===== src/rtl/if_stage_if.sv =====
// Fetch-stage bus: IMEM fetch port, pipeline control inputs and IF/ID register outputs.
interface if_stage_if;
  logic [31:0] imem_pc;
  logic [31:0] imem_instr;
  logic        stall;
  logic        flush;
  logic        redirect_valid;
  logic [31:0] redirect_pc;
  logic        id_valid;
  logic [31:0] id_pc;
  logic [31:0] id_pc_plus4;
  logic [31:0] id_instr;
  logic        fetch_fault;
  logic [31:0] fetch_count;

  // The fetch stage itself.
  modport master (
    output imem_pc, id_valid, id_pc, id_pc_plus4, id_instr, fetch_fault, fetch_count,
    input  imem_instr, stall, flush, redirect_valid, redirect_pc
  );

  // IMEM plus the later pipeline stages that steer fetch.
  modport slave (
    input  imem_pc, id_valid, id_pc, id_pc_plus4, id_instr, fetch_fault, fetch_count,
    output imem_instr, stall, flush, redirect_valid, redirect_pc
  );
endinterface


===== src/rtl/if_stage.sv =====
// Instruction-fetch stage: PC register, IMEM address drive and IF/ID pipeline register.
// Redirect beats flush beats stall; an illegal fetch address halts the stage until reset.
module if_stage #(
  parameter logic [31:0] RESET_PC  = 32'h0000_0000,
  parameter int          IMEM_SIZE = 1024
) (
  input  logic       clk,
  input  logic       rst_n,
  if_stage_if.master bus
);

  // Highest word-aligned address whose four bytes all lie inside IMEM.
  localparam logic [31:0] LAST_PC = 32'(IMEM_SIZE - 4);

  typedef enum logic [1:0] {
    ST_BOOT,
    ST_RUN,
    ST_HALT
  } state_t;

  state_t      state_q, state_d;
  logic [31:0] pc_q, pc_d;
  logic        id_valid_q, id_valid_d;
  logic [31:0] id_pc_q, id_pc_d;
  logic [31:0] id_pc_plus4_q, id_pc_plus4_d;
  logic [31:0] id_instr_q, id_instr_d;
  logic        fetch_fault_q, fetch_fault_d;
  logic [31:0] fetch_count_q, fetch_count_d;

  logic [31:0] pc_plus4;
  logic        pc_legal;

  assign pc_plus4 = pc_q + 32'd4;
  assign pc_legal = (pc_q[1:0] == 2'b00) && (pc_q <= LAST_PC);

  // Next-state and next-register logic; every register holds unless a rule below fires.
  always_comb begin
    state_d       = state_q;
    pc_d          = pc_q;
    id_valid_d    = id_valid_q;
    id_pc_d       = id_pc_q;
    id_pc_plus4_d = id_pc_plus4_q;
    id_instr_d    = id_instr_q;
    fetch_fault_d = fetch_fault_q;
    fetch_count_d = fetch_count_q;

    unique case (state_q)
      ST_BOOT: begin
        // One settling cycle after reset; nothing is captured.
        state_d = ST_RUN;
      end

      ST_RUN: begin
        if (bus.redirect_valid) begin
          // Target is taken as-is; legality is judged when it is fetched.
          pc_d       = bus.redirect_pc;
          id_valid_d = 1'b0;
        end else if (bus.flush) begin
          if (!bus.stall) begin
            pc_d = pc_plus4;
          end
          id_valid_d = 1'b0;
        end else if (bus.stall) begin
          // Hold everything.
        end else if (pc_legal) begin
          id_valid_d    = 1'b1;
          id_pc_d       = pc_q;
          id_pc_plus4_d = pc_plus4;
          id_instr_d    = bus.imem_instr;
          pc_d          = pc_plus4;
          fetch_count_d = fetch_count_q + 32'd1;
        end else begin
          id_valid_d    = 1'b0;
          fetch_fault_d = 1'b1;
          state_d       = ST_HALT;
        end
      end

      ST_HALT: begin
        // Terminal: PC frozen, IF/ID empty, fault stays asserted.
        id_valid_d    = 1'b0;
        fetch_fault_d = 1'b1;
      end

      default: begin
        state_d = ST_HALT;
      end
    endcase
  end

  // State and datapath registers; reset takes effect immediately.
  always_ff @(posedge clk or negedge rst_n) begin
    if (!rst_n) begin
      state_q       <= ST_BOOT;
      pc_q          <= RESET_PC;
      id_valid_q    <= 1'b0;
      id_pc_q       <= 32'd0;
      id_pc_plus4_q <= 32'd0;
      id_instr_q    <= 32'd0;
      fetch_fault_q <= 1'b0;
      fetch_count_q <= 32'd0;
    end else begin
      state_q       <= state_d;
      pc_q          <= pc_d;
      id_valid_q    <= id_valid_d;
      id_pc_q       <= id_pc_d;
      id_pc_plus4_q <= id_pc_plus4_d;
      id_instr_q    <= id_instr_d;
      fetch_fault_q <= fetch_fault_d;
      fetch_count_q <= fetch_count_d;
    end
  end

  assign bus.imem_pc     = pc_q;
  assign bus.id_valid    = id_valid_q;
  assign bus.id_pc       = id_pc_q;
  assign bus.id_pc_plus4 = id_pc_plus4_q;
  assign bus.id_instr    = id_instr_q;
  assign bus.fetch_fault = fetch_fault_q;
  assign bus.fetch_count = fetch_count_q;

endmodule


===== src/flat_wrapper.sv =====
// flat-port wrapper written by rule: the top's interface ports become plain ports
module if_stage_flat 
#(
  parameter logic [31:0] RESET_PC  = 32'h0000_0000,
  parameter int          IMEM_SIZE = 1024
)
  (clk, rst_n, bus_imem_pc, bus_id_valid, bus_id_pc, bus_id_pc_plus4, bus_id_instr, bus_fetch_fault, bus_fetch_count, bus_imem_instr, bus_stall, bus_flush, bus_redirect_valid, bus_redirect_pc);
  if_stage_if bus_i ();
  input  logic clk;
  input  logic rst_n;
  output wire logic [$bits(bus_i.imem_pc)-1:0] bus_imem_pc;
  output wire logic [$bits(bus_i.id_valid)-1:0] bus_id_valid;
  output wire logic [$bits(bus_i.id_pc)-1:0] bus_id_pc;
  output wire logic [$bits(bus_i.id_pc_plus4)-1:0] bus_id_pc_plus4;
  output wire logic [$bits(bus_i.id_instr)-1:0] bus_id_instr;
  output wire logic [$bits(bus_i.fetch_fault)-1:0] bus_fetch_fault;
  output wire logic [$bits(bus_i.fetch_count)-1:0] bus_fetch_count;
  input wire logic [$bits(bus_i.imem_instr)-1:0] bus_imem_instr;
  input wire logic [$bits(bus_i.stall)-1:0] bus_stall;
  input wire logic [$bits(bus_i.flush)-1:0] bus_flush;
  input wire logic [$bits(bus_i.redirect_valid)-1:0] bus_redirect_valid;
  input wire logic [$bits(bus_i.redirect_pc)-1:0] bus_redirect_pc;
  assign bus_imem_pc = bus_i.imem_pc;
  assign bus_id_valid = bus_i.id_valid;
  assign bus_id_pc = bus_i.id_pc;
  assign bus_id_pc_plus4 = bus_i.id_pc_plus4;
  assign bus_id_instr = bus_i.id_instr;
  assign bus_fetch_fault = bus_i.fetch_fault;
  assign bus_fetch_count = bus_i.fetch_count;
  assign bus_i.imem_instr = bus_imem_instr;
  assign bus_i.stall = bus_stall;
  assign bus_i.flush = bus_flush;
  assign bus_i.redirect_valid = bus_redirect_valid;
  assign bus_i.redirect_pc = bus_redirect_pc;
  if_stage #(.RESET_PC(RESET_PC), .IMEM_SIZE(IMEM_SIZE)) u_core (.clk(clk), .rst_n(rst_n), .bus(bus_i));
endmodule

===== config.mk =====
export PLATFORM = sky130hd
export DESIGN_NAME = if_stage_flat
export DESIGN_NICKNAME = d
export VERILOG_FILES = /design/src/rtl/if_stage_if.sv /design/src/rtl/if_stage.sv /design/src/flat_wrapper.sv
export SDC_FILE = /design/constraint.sdc
export NUM_CORES = 1
export LEC_CHECK = 0
export ABC_AREA = 1
export ABC_CLOCK_PERIOD_IN_PS = 2000
export BUFFER_PORTS_ARGS = -buffer_cell sky130_fd_sc_hd__buf_2
export CAP_MARGIN = 20
export CORE_MARGIN = 1.5
export CORE_UTILIZATION = 53
export CTS_CLUSTER_DIAMETER = 60
export DETAILED_ROUTE_END_ITERATION = 6
export GPL_ROUTABILITY_DRIVEN = 0
export PLACE_DENSITY = 0.81
export SKIP_CTS_REPAIR_TIMING = 1
export SLEW_MARGIN = 10
export SYNTH_ARGS = -nofsm -noshare
export SYNTH_HDL_FRONTEND = slang
export SYNTH_SLANG_ARGS = --single-unit

===== constraint.sdc =====
create_clock -name clk -period 2 [get_ports clk]
set_clock_uncertainty 0.1 [all_clocks]
set_input_delay 0.2 -clock clk [delete_from_list [all_inputs] [get_ports clk]]
set_output_delay 0.2 -clock clk [all_outputs]
set_load 0.01 [all_outputs]

==> results.cfg <==
[power]
power_frac_clock_pct = 33.7
pwr-share-comb_pct = 24.9
power_density_nw_per_um2 = 919
p_seq_share_pct = 41.4
leakage_nw = 5.77
vdd_drop_max_uv = 666
power_switching_share_pct = 33.2
p_switching_mw = 3.25
power_mw = 9.79
cell_internal_pwr_mw = 6.54

[critical_path]
critPathMaxFanout = 51
critical_path_class = reg2reg
endpoint_kind = register
required_ns = 2.21
worst_path_max_delay_cell = dfrtp_1
crit_start = u_core.bus.imem_pc[20]
r2r_start = u_core.bus.imem_pc[20]
worstSetupStartpointType = register
crit_chain = nor2_1 -> nand2_1 -> nor2_1 -> nand4_1 -> buf_4 -> buf_12 -> o21ai_0 -> nand2_1
cp.arrival_ns = 2.05
max_stage_delay_ns = 0.45
worstRegToRegCells = 8

[route]
vias = 8064
first_pass_iters = 5
drc = 0
wl_per_cell_um = 14.5
vias_per_cell = 5.02
wl_mm = 23.3
drt_iter0_drc = 559
postRouteAntennaNets = 0

[logic_synthesis]
synthTopCellsByCount = 495 x nand2_1, 187 x nor2_1, 162 x dfrtp_1
yosys.cell_count.top_type = nand2_1
yosysWarnings = 0
synth-seq-cells = 162
synth_async_sr_flop_share_pct = 100
synth.cell_area_um2 = 8150
synth_top_cells_by_area = dfrtp_1 50%, nand2_1 23%, nor2_1 8.6%
synth-main-ff-cell = dfrtp_1
synth-edff-count = 0
synth.distinct_cells = 29
synth_top_area_share_pct = 49.7
synth_cells = 1125
syn_nets = 1199
syn_avg_cell_area_um2 = 7.24
synth_seq_area_share_pct = 49.7
synth_area_leader_cell = dfrtp_1

[placed_design]
dp_hpwl_mm = 16.0
port_buffers = 230

[min_path]
hold_depth = 5
hold_class = in2reg
min-delay-start = bus_redirect_pc[14]

[timing]
slew_headroom_pct = 72.4
rsz0062_at_grt = no
worst_pin_slew_ns = 0.414
fmax_mhz = 541
period_minus_slack_ns = 1.85
finalCritPeriodShare_pct = 92.4
hold_viol_final = 2
setup-tns-final_ns = 0
setup_viol = 0
finalMaxSlewViolations = 0
whs_ns = -0.0211

[clock_network]
ctsHtreeMaxLevel = 4
clock_latency_ns = 0.43
numCtsBuffers = 17
cts_tree = done
cts.path.max_buffers = 2
clock_sinks = 162
clk_pin_slew_ns = 0.06
root_buffer = clkbuf_16

[floorplan]
dieHeight_um = 127
fp.coreArea_um2 = 15100
fp.dieW_um = 127
die_area_um2 = 16100
num_rows = 45
start_util_pct = 54.0
pin_count = 231

[cells_and_area]
multiInputGateArea_um2 = 3540
num_antenna_cells = 0
fin_nets = 1478
regArea_um2 = 4050
area_growth_pct = 30.7
nFillCells = 1213
layout-drive-gt1-share_pct = 21.5

[run]
maxCapViolCount = 0

[outcome]
status = complete, but fails checks
violations = negative hold slack

[grt]
grt_pass1_wl_mm = 35.0
antenna_found_initial = 0
grt_usage_pct = 27.2
grt_max_degree = 58
grt_pass1_vias = 7271
overflow = 0
metrics by stage:
| stage | util (%) | instance area [um2] | cells | worst slack [ns] |
|---|---|---|---|---|
| 2_1_floorplan | - | 8150 | 1125 | 0.172 |
| 3_3_place_gp | 64.0 | 9660 | 1537 | 0.136 |
| 3_5_place_dp | 64.0 | 9660 | 1537 | 0.0794 |
| 4_1_cts | 68.0 | 10300 | 1569 | 0.0417 |
| 5_1_grt | 70.6 | 10700 | 1605 | 0.00235 |
| 6_report | 70.6 | 10700 | 1605 | 0.153 |
power by group through the flow:
stage	logic (mW)	registers [mW]	clock network (mW)
final	2.44	4.05	3.30
after global routing	2.74	4.10	3.49
after CTS	2.36	4.03	3.34
after detailed placement	2.35	4.09	0
after global placement	2.29	4.07	0
after floorplan	1.17	4.20	0
placed cells by master (no fill, tap or decap), types with 7 or more instances in the layout:
| cell type | Yosys | layout |
|---|---|---|
| dfrtp_1 | 162 | 162 |
| buf_12 | 0 | 8 |
| nand4_1 | 7 | 7 |
| nor3_1 | 8 | 8 |
| nor2_1 | 187 | 185 |
| buf_4 | 6 | 23 |
| dlygate4sd3_1 | 0 | 35 |
| nand3b_1 | 22 | 22 |
| buf_2 | 17 | 229 |
| nand3_1 | 39 | 39 |
| inv_1 | 93 | 93 |
| clkbuf_16 | 0 | 18 |
| nand2_1 | 495 | 495 |
| o21ai_0 | 36 | 36 |
| xor2_1 | 15 | 15 |
path summary, 6_finish.rpt:
| kind | slack (ns) | to |
|---|---|---|
| max | 0.15 | u_core.bus.fetch_count[8] |
| min | -0.02 | u_core.bus.imem_pc[14] |
| max reg2reg | 0.15 | u_core.bus.fetch_count[8] |
| min reg2reg | 0.38 | u_core.bus.id_instr[22] |
| max in group asynchronous | 0.91 | u_core.bus.id_pc_plus4[7] |
| min in group asynchronous | 0.17 | u_core.bus.fetch_count[19] |
routing by layer:
| layer | up-vias | GRT usage [%] | wire length (um) |
|---|---|---|---|
| li1 | 3986 | - | - |
| met1 | 3696 | 35.6 | 9570 |
| met2 | 330 | 44.6 | 11400 |
| met3 | 52 | 7.04 | 1760 |
| met4 | 0 | 8.56 | 507 |
| met5 | - | 0 | 0 |
state kept, by name, summed over array words and instances (netlist names):
register	flops
u_core.bus.fetch_count	32
u_core.bus.id_instr	32
u_core.bus.id_pc_plus4	32
u_core.bus.imem_pc	32
u_core.bus.id_pc	30
u_core.state_q	2
u_core.bus.fetch_fault	1
u_core.bus.id_valid	1
logic make-up after synthesis:
family	Yosys count	synth area share, %
xor gates and xnor gates	20	2.15
AOI/OAI and AO/OA	42	2.73
muxes	2	0.276
adders and majority gates	5	0.768
DFF	162	49.7
buffers and inverters	132	7.00
and+or+nand+nor	762	37.3
critical path: cells and delay by family (launching register included):
| kind | cells | cell delay (ns) |
|---|---|---|
| buf+inv | 2 | 0.36 |
| compound gates | 1 | 0.18 |
| simple gates | 5 | 0.63 |
| flops | 1 | 0.45 |
layout make-up:
type                            count  share of cell area [%]
Timing Repair Buffer              297                    17.5
Inverter                           95                    3.36
Tap cell                          188                    2.21
Clock buffer                       19                    4.25
Multi-Input combinational cell    831                    33.2
Sequential cell                   162                    38.1
Clock inverter                     13                    1.40
(Power assumes the default switching activity.)
